$ cat config.mk
export PLATFORM = sky130hd
export DESIGN_NAME = cswap_full_adder
export DESIGN_NICKNAME = d
export VERILOG_FILES = /design/src/rtl/cswap_full_adder_pkg.sv /design/src/rtl/cswap_full_adder_cswap.sv /design/src/rtl/cswap_full_adder.sv
export SDC_FILE = /design/constraint.sdc
export NUM_CORES = 1
export LEC_CHECK = 0
export CAP_MARGIN = 20
export CORE_AREA = 2 2 39 41
export DETAILED_ROUTE_END_ITERATION = 12
export DIE_AREA = 0 0 41 43
export GPL_TIMING_DRIVEN = 0
export SLEW_MARGIN = 20
export SYNTH_ARGS = -nofsm -noshare
export SYNTH_HDL_FRONTEND = slang
export SYNTH_SLANG_ARGS = --single-unit
$ cat constraint.sdc
create_clock -name clk -period 0.8 [get_ports clk]
set_input_delay 0.08 -clock clk [delete_from_list [all_inputs] [get_ports clk]]
set_output_delay 0.08 -clock clk [all_outputs]
set_load 0.01 [all_outputs]
$ cat src/rtl/cswap_full_adder_pkg.sv
// Shared constants for the Fredkin-gate full adder: gate output indices and
// the constant levels fed into gate data inputs.
package cswap_full_adder_pkg;

  localparam int O_CTL = 0;
  localparam int O_1   = 1;
  localparam int O_2   = 2;

  localparam logic ZERO = 1'b0;
  localparam logic ONE  = 1'b1;

endpackage

$ cat src/rtl/cswap_full_adder_cswap.sv
// Single Fredkin (controlled-swap) gate: ctl passes through, x/y are swapped
// onto o1/o2 when ctl is high.
module cswap
  import cswap_full_adder_pkg::*;
(
  input  logic       ctl,
  input  logic       x,
  input  logic       y,
  output logic [2:0] o
);

  always_comb begin
    o        = '0;
    o[O_CTL] = ctl;
    o[O_1]   = ctl ? y : x;
    o[O_2]   = ctl ? x : y;
  end

endmodule

$ cat src/rtl/cswap_full_adder.sv
// WIDTH independent full-adder lanes built only from Fredkin gates, with one
// enable-gated output register stage (a1 = sum, b1 = carry).
module cswap_full_adder
  import cswap_full_adder_pkg::*;
#(
  parameter int WIDTH = 1
) (
  input  logic             clk,
  input  logic             rst,
  input  logic             en,
  input  logic [WIDTH-1:0] a,
  input  logic [WIDTH-1:0] b,
  input  logic [WIDTH-1:0] c,
  output logic [WIDTH-1:0] a1,
  output logic [WIDTH-1:0] b1
);

  logic [WIDTH-1:0] sum_w;
  logic [WIDTH-1:0] carry_w;
  logic [WIDTH-1:0] a1_d, a1_q;
  logic [WIDTH-1:0] b1_d, b1_q;

  generate
    for (genvar gi = 0; gi < WIDTH; gi++) begin : g_lane
      logic [2:0] not_o;
      logic [2:0] xor_o;
      logic [2:0] sum_o;
      logic [2:0] cy_o;
      logic [6:0] unused_garbage;

      cswap u_not (.ctl(b[gi]),       .x(ZERO),        .y(ONE),         .o(not_o));
      // o1 = a^b; o2 = ~(a^b), which feeds the sum gate without a fifth gate
      cswap u_xor (.ctl(a[gi]),       .x(b[gi]),       .y(not_o[O_2]),  .o(xor_o));
      cswap u_sum (.ctl(c[gi]),       .x(xor_o[O_1]),  .y(xor_o[O_2]),  .o(sum_o));
      // a==b means majority is a; otherwise c breaks the tie
      cswap u_cy  (.ctl(xor_o[O_1]),  .x(a[gi]),       .y(c[gi]),       .o(cy_o));

      assign sum_w[gi]   = sum_o[O_1];
      assign carry_w[gi] = cy_o[O_1];

      assign unused_garbage = {not_o[O_CTL], not_o[O_1], xor_o[O_CTL],
                               sum_o[O_CTL], sum_o[O_2], cy_o[O_CTL], cy_o[O_2]};
    end
  endgenerate

  always_comb begin
    a1_d = en ? sum_w   : a1_q;
    b1_d = en ? carry_w : b1_q;
  end

  always_ff @(posedge clk or posedge rst) begin
    if (rst) begin
      a1_q <= '0;
      b1_q <= '0;
    end else begin
      a1_q <= a1_d;
      b1_q <= b1_d;
    end
  end

  assign a1 = a1_q;
  assign b1 = b1_q;

endmodule

==> summary.txt, run 1 <==
STA
  • RSZ-0062 raised after global routing: true
  • Rel. slew slack: 0.8990
  • Final Skew: 0 ns
  • Final worst slack: -0.01285 ns
  • Max Slew Vio Count: 0
  • Achievable Freq: 1230 MHz
  • Setup violations, final: 2
  • Fin. Hold Viols: 0
  • Fin crit period: 0.8128 ns
  • Fin crit share: 1.016
  • Slew @ Worst Pin: 0.1513 ns

Layout
  • Area delta synth->final: 92.22%
  • Nets: 28
  • Finished Cell Area: 216.5 um^2
  • Fillers: 158
  • Diodes inserted: 0
  • Layout cell share with drive strength beyond 1: 0.5000
  • Finished Layout Cells: 36

Clocking
  • Clk buf depth: 2
  • CTS Sinks: 2
  • CTS tree: built
  • Insertion delay to the later sink of the worst-skew pair: 0.22 ns
  • Max H-tree Level: 1
  • Clock root buffer: clkbuf_4
  • Cts bufs inserted: 3
  • Clk slew on worst S/H paths: 0.03 ns
  • Hold Buf Count CTS: 0

Critical path
  • Worst path max stage delay: 0.37 ns
  • Reg-to-reg startpoint: a1
  • R2R cell count: 1
  • Worst path buffer plus inverter count: 1
  • Worst Path Required: 0.72 ns
  • Crit Path Max Fanout: 2
  • Crit-path cells: buf_2
  • Crit path from: a1
  • WP depth: 1
  • Arrival time worst endpoint: 0.73 ns
  • Worst Setup End Kind: output port
  • Slowest stage cell on the critical path: dfrtp_1
  • Top delay family on crit path: flip-flops
  • Crit path kind: reg2out
  • CP Launch Type: register

Placed design
  • Placed cells: 32
  • Routability cong.: 0.4271
  • Placed Area: 202.7 um^2
  • IO Port Bufs: 7
  • Dpl ws: -0.5623 ns
  • Post-DP HPWL: 178.5 um

Drt
  • Initial DRC count: 2
  • Antenna Nets Post-Route: 0
  • Drt pass-1 iters: 2
  • Detailed Route WL: 226 um
  • Routed WL per cell: 6.278 um
  • Via-to-Cell Ratio: 2.944
  • DR vias: 106
  • DRC errors left: 0

Logic synthesis
  • Synth Instances: 9
  • Area leader, netlist: dfrtp_1
  • Mapped Area: 112.6 um^2
  • Yosys top cell area share: 0.4444
  • Post-synth ARST share: 1.000
  • Synth top cells by count: 2 x dfrtp_1, 2 x inv_1
  • Post-synth EDFFs: 0
  • Synth unique cells: 7
  • Post-Syn Nets: 15
  • Ys Warns: 0
  • Top post-synthesis cells by area: dfrtp_1 44%, xor3_1 21%, mux2_4 13%
  • #FFs+latches synth: 2
  • Seq/Total Area, Yosys: 0.4444
  • Synthesized area per cell: 12.51 um^2
  • Leading register cell type out of synthesis: dfrtp_1

Power
  • Seq pwr share: 0.284
  • Pint: 345.6 uW
  • Net Sw Frac: 0.2198
  • Final Total Pwr: 443.0 uW
  • Combinational Power Share: 0.215
  • Leak: 0.1179 nW
  • PD cells: 2046 nW/um^2
  • Switching pwr: 97.37 uW
  • Peak VDD IR: 0.2815 mV
  • Clock share of power: 0.501

Run status
  • Status: finished, violations left
  • Failing checks: negative setup slack

Floorplan
  • Starting Density: 0.08137
  • Io pins: 8
  • Die Y: 43 um
  • Core Box Area: 1384 um^2
  • Die span in x: 41 um
  • Rows: 14
  • Die area: 1763 um^2

Global route
  • First-pass GRT wire length: 303 um
  • Vias in the first global route: 105
  • GR Util All Layers: 0.03303
  • Grt total ovfl: 0
  • Largest net degree at the start of global routing: 4
  • Initial antenna violation count: 0

Run
  • Max-Cap Viols: 0

Hold path
  • HP Class: in2async
==> registers in the layout, summed over array words and instances, names as in the netlist <==
register / count
a1: 1
b1: 1
==> power groups by stage <==
stage | combinational (mW) | clock, mW | sequential [mW]
after detailed placement | 0.111 | 0 | 0.128
after global placement | 0.111 | 0 | 0.127
after CTS | 0.0999 | 0.240 | 0.126
after global routing | 0.104 | 0.248 | 0.128
final | 0.0953 | 0.222 | 0.126
after floorplan | 0.0393 | 0 | 0.134
==> repair_timing <==
item | 4_1_cts | 5_1_grt
setup buffers | 1 | 0
pin swaps | 1 | 1
resized for setup | 14 | 4
endpoints found under the setup margin | 3 | 3
==> final timing paths <==
path / to / slack [ns]
worst min register to register: a1 / 0.51
worst max-delay path: a1 / -0.01
max in group asynchronous: a1 / 0.68
worst min-delay path: b1 / 0.007
min in group clk: b1 / 0.16
worst max register to register: a1 / 0.05
==> through the flow <==
stage	util	hold slack, ns	TNS, ns
after detailed placement	0.1465	0.2441	-0.9716
final	0.1564	0.007184	-0.01561
after CTS	0.1609	0.0003993	-0.04426
after global routing	0.1564	0.02738	-0.08750
after floorplan	-	-0.1788	-0.02160
after global placement	0.1465	0.2430	-0.9528
==> metal layers <==
layer	vias to the layer above	GRT usage	routed length [um]	part of all wire
met5	-	0	0	0
met1	48	0.01592	80	0.35
met3	0	0.01571	27	0.12
met2	4	0.04063	118	0.52
met4	0	0.08000	0	0
li1	54	-	-	-
==> placed cells by master (no fill, tap or decap) <==
cell type,Yosys,layout
xor3_1,1,1
o22ai_1,1,1
buf_2,0,2
dfrtp_1,2,2
inv_1,2,2
clkdlybuf4s50_1,0,1
clkbuf_2,0,2
a21oi_1,1,1
buf_4,0,1
clkbuf_4,0,3
mux2_4,1,1
clkdlybuf4s15_2,0,1
dlymetal6s2s_1,0,1
o21ai_0,1,1
==> cell type report <==
cell class / instances / area (um^2) / share of cell area
multi-input cells: 5 / 55.05 / 0.2543
well taps: 16 / 20.02 / 0.09249
inverters: 2 / 7.507 / 0.03468
clock buffers: 3 / 22.52 / 0.1040
repair buffers: 8 / 61.31 / 0.2832
flip-flops and latches: 2 / 50.05 / 0.2312
==> cells by family after synthesis <==
group,Yosys count,synth area share
AOI/OAI and AO/OA,3,0.1444
buffers and inverters,2,0.06669
DFF,2,0.4445
muxes,1,0.1333
xor gates and xnor gates,1,0.2111
(Power assumes the default switching activity.)
==> inputs of run 2 (changes only) <==
==> constraint.sdc (replaced) <==
create_clock -name clk -period 0.98 [get_ports clk]
set_input_delay 0.098 -clock clk [delete_from_list [all_inputs] [get_ports clk]]
set_output_delay 0.098 -clock clk [all_outputs]
set_load 0.01 [all_outputs]
==> run 2 against run 1 <==
  * The flow now finishes without violations
  * First-iteration DRC count down 100%
  * Sequential share of layout area down 0.90 points
  * Count of clock-buffer cells in the layout unchanged
  * Via count rose by 2.8%
  * Clock skew unchanged
  * Worst setup slack improved by 0.075 ns
  * Global-route usage grew 0.20 points
  * Highest routed layer unchanged
  * Clock power down 19%
  * Die area is the same
  * Total power shrank 18%
  * Design area rose by 4.0%
  * Hold slack gained 0.021 ns
==> summary.txt, run 2 (synthesis gave the netlist of run 1 again) <==
Clocking
  • CTS Sinks: 2 (unchanged)
  • Insertion delay to the later sink of the worst-skew pair: 0.22 ns (about the same)
  • Cts bufs inserted: 3 (unchanged)
  • Post-CTS setup buffer count: 0 (-1)
  • Clk buf depth: 2 (unchanged)
  • Clock root buffer: clkbuf_4
  • Max H-tree Level: 1 (unchanged)
  • Clk slew on worst S/H paths: 0.03 ns (about the same)
  • CTS tree: built

Critical path
  • Worst R2R Setup Slack: 0.23 ns (+0.18 ns)
  • Worst Path Required: 0.88 ns (+0.16 ns)
  • Top delay family on crit path: flip-flops
  • Worst path max stage delay: 0.37 ns (about the same)
  • Worst Setup End Kind: output port
  • CP Launch Type: register
  • Crit Path Max Fanout: 2 (unchanged)
  • Slowest stage cell on the critical path: dfrtp_1
  • Arrival time worst endpoint: 0.82 ns (+0.09 ns)
  • Crit-path cells: clkdlybuf4s15_1
  • Crit path kind: reg2out
  • Worst path buffer plus inverter count: 1 (unchanged)

Global route
  • GR Util All Layers: 0.03504 (+0.002002)
  • Initial antenna violation count: 0 (unchanged)
  • First-pass GRT wire length: 338 um (+12%)
  • Grt total ovfl: 0 (unchanged)
  • Vias in the first global route: 113 (+7.6%)
  • Largest net degree at the start of global routing: 4 (unchanged)

Run
  • Max-Cap Viols: 0 (unchanged)

Drt
  • Antenna Nets Post-Route: 0 (unchanged)
  • Detailed Route WL: 238 um (+5.3%)
  • Via-to-Cell Ratio: 3.114 (+5.8%)
  • DRC errors left: 0 (unchanged)
  • DR vias: 109 (+2.8%)
  • Initial DRC count: 0 (-2)
  • Drt pass-1 iters: 1 (-1)
  • Routed WL per cell: 6.800 um (+8.3%)

STA
  • Achievable Freq: 1089 MHz
  • RSZ-0062 raised after global routing: false
  • Rel. slew slack: 0.8912 (-0.007768)
  • Fin crit share: 0.9369
  • Fin. Hold Viols: 0 (unchanged)
  • Max Slew Vio Count: 0 (unchanged)
  • Worst hold slack: 0.02781 ns (+0.02063 ns)
  • Setup violations, final: 0 (-2)
  • Fin crit period: 0.9181 ns
  • Final Skew: 0 ns (unchanged)
  • Slew @ Worst Pin: 0.1615 ns (+0.01019 ns)

Power
  • Combinational Power Share: 0.221 (+0.006)
  • Clock share of power: 0.496 (-0.005)
  • Peak VDD IR: 0.2320 mV (-18%)
  • Switching pwr: 78.21 uW (-20%)
  • Net Sw Frac: 0.2154 (-0.004408)
  • PD cells: 1612 nW/um^2 (-21%)
  • Seq pwr share: 0.283 (about the same)
  • Pint: 284.9 uW (-18%)
  • Leak: 0.1151 nW (-2.3%)

Floorplan
  • Die area: 1763 um^2 (unchanged)
  • Io pins: 8 (unchanged)
  • Die Y: 43 um (unchanged)
  • Rows: 14 (unchanged)
  • Starting Density: 0.08137 (unchanged)
  • Die span in x: 41 um (unchanged)
  • Core Box Area: 1384 um^2 (unchanged)

Layout
  • Finished Cell Area: 225.2 um^2 (+4.0%)
  • Diodes inserted: 0 (unchanged)
  • Most common cell after layout, fill and taps aside: clkbuf_4
  • Layout cell share with drive strength beyond 1: 0.2105 (-0.2895)
  • Nets: 27 (-3.6%)
  • Area delta synth->final: 100.0%
  • Finished Layout Cells: 35 (-2.8%)

Hold path
  • HP Class: in2async

Run status
  • Status: complete, no violations

Placed design
  • IO Port Bufs: 7 (unchanged)
  • Routability cong.: 0.4293 (+0.52%)
  • Placed Area: 202.7 um^2 (unchanged)
  • Placed cells: 32 (unchanged)
[run 2: metal layers]
| layer | wire length [um] | vias to the layer above | track usage |
|---|---|---|---|
| met5 | 0 | - | 0 |
| met3 | 34 | 0 | 0.03141 |
| met4 | 0 | 0 | 0.06000 |
| li1 | - | 51 | - |
| met2 | 122 | 6 | 0.04688 |
| met1 | 81 | 52 | 0.01592 |
[run 2: repair_timing]
item,in CTS,in global routing
pin swaps,1,0
hold buffers,0,0
gates resized for setup,5,2
setup endpoints to repair,3,2
[run 2: path summary, 6_finish.rpt]
kind | startpoint | cells past startpoint | end
max | a1 | 1 | a1
min | rst | 2 | b1
max reg2reg | a1 | 1 | a1
min reg2reg | a1 | 1 | a1
max in group asynchronous | rst | 2 | a1
min in group clk | a | 3 | b1
[run 2: power groups by stage]
stage	clock [mW]	combinational [mW]	sequential, mW
final	0.180	0.0802	0.103
after global routing	0.196	0.0876	0.104
after CTS	0.193	0.0807	0.103
after detailed placement	0	0.0900	0.104
after global placement	0	0.0902	0.103
after floorplan	0	0.0321	0.109
[run 2: layout make-up]
cell class | instances | area, um^2
Tap cell | 16 | 20.02
Inverter | 2 | 7.507
Clock buffer | 3 | 22.52
Sequential cell | 2 | 50.05
Fill cell | 155 | 1159
Timing Repair Buffer | 7 | 70.07
Multi-Input combinational cell | 5 | 55.05
[run 2: metrics by stage]
step / setup slack [ns] / setup TNS [ns] / util / power [mW]
2_1_floorplan: 0.1404 / 0 / - / 0.1415
3_3_place_gp: -0.4007 / -0.4007 / 0.1465 / 0.1937
3_5_place_dp: -0.4039 / -0.4039 / 0.1465 / 0.1941
4_1_cts: 0.002800 / 0 / 0.1600 / 0.3765
5_1_grt: 0.02696 / 0 / 0.1627 / 0.3883
6_report: 0.06186 / 0 / 0.1627 / 0.3631
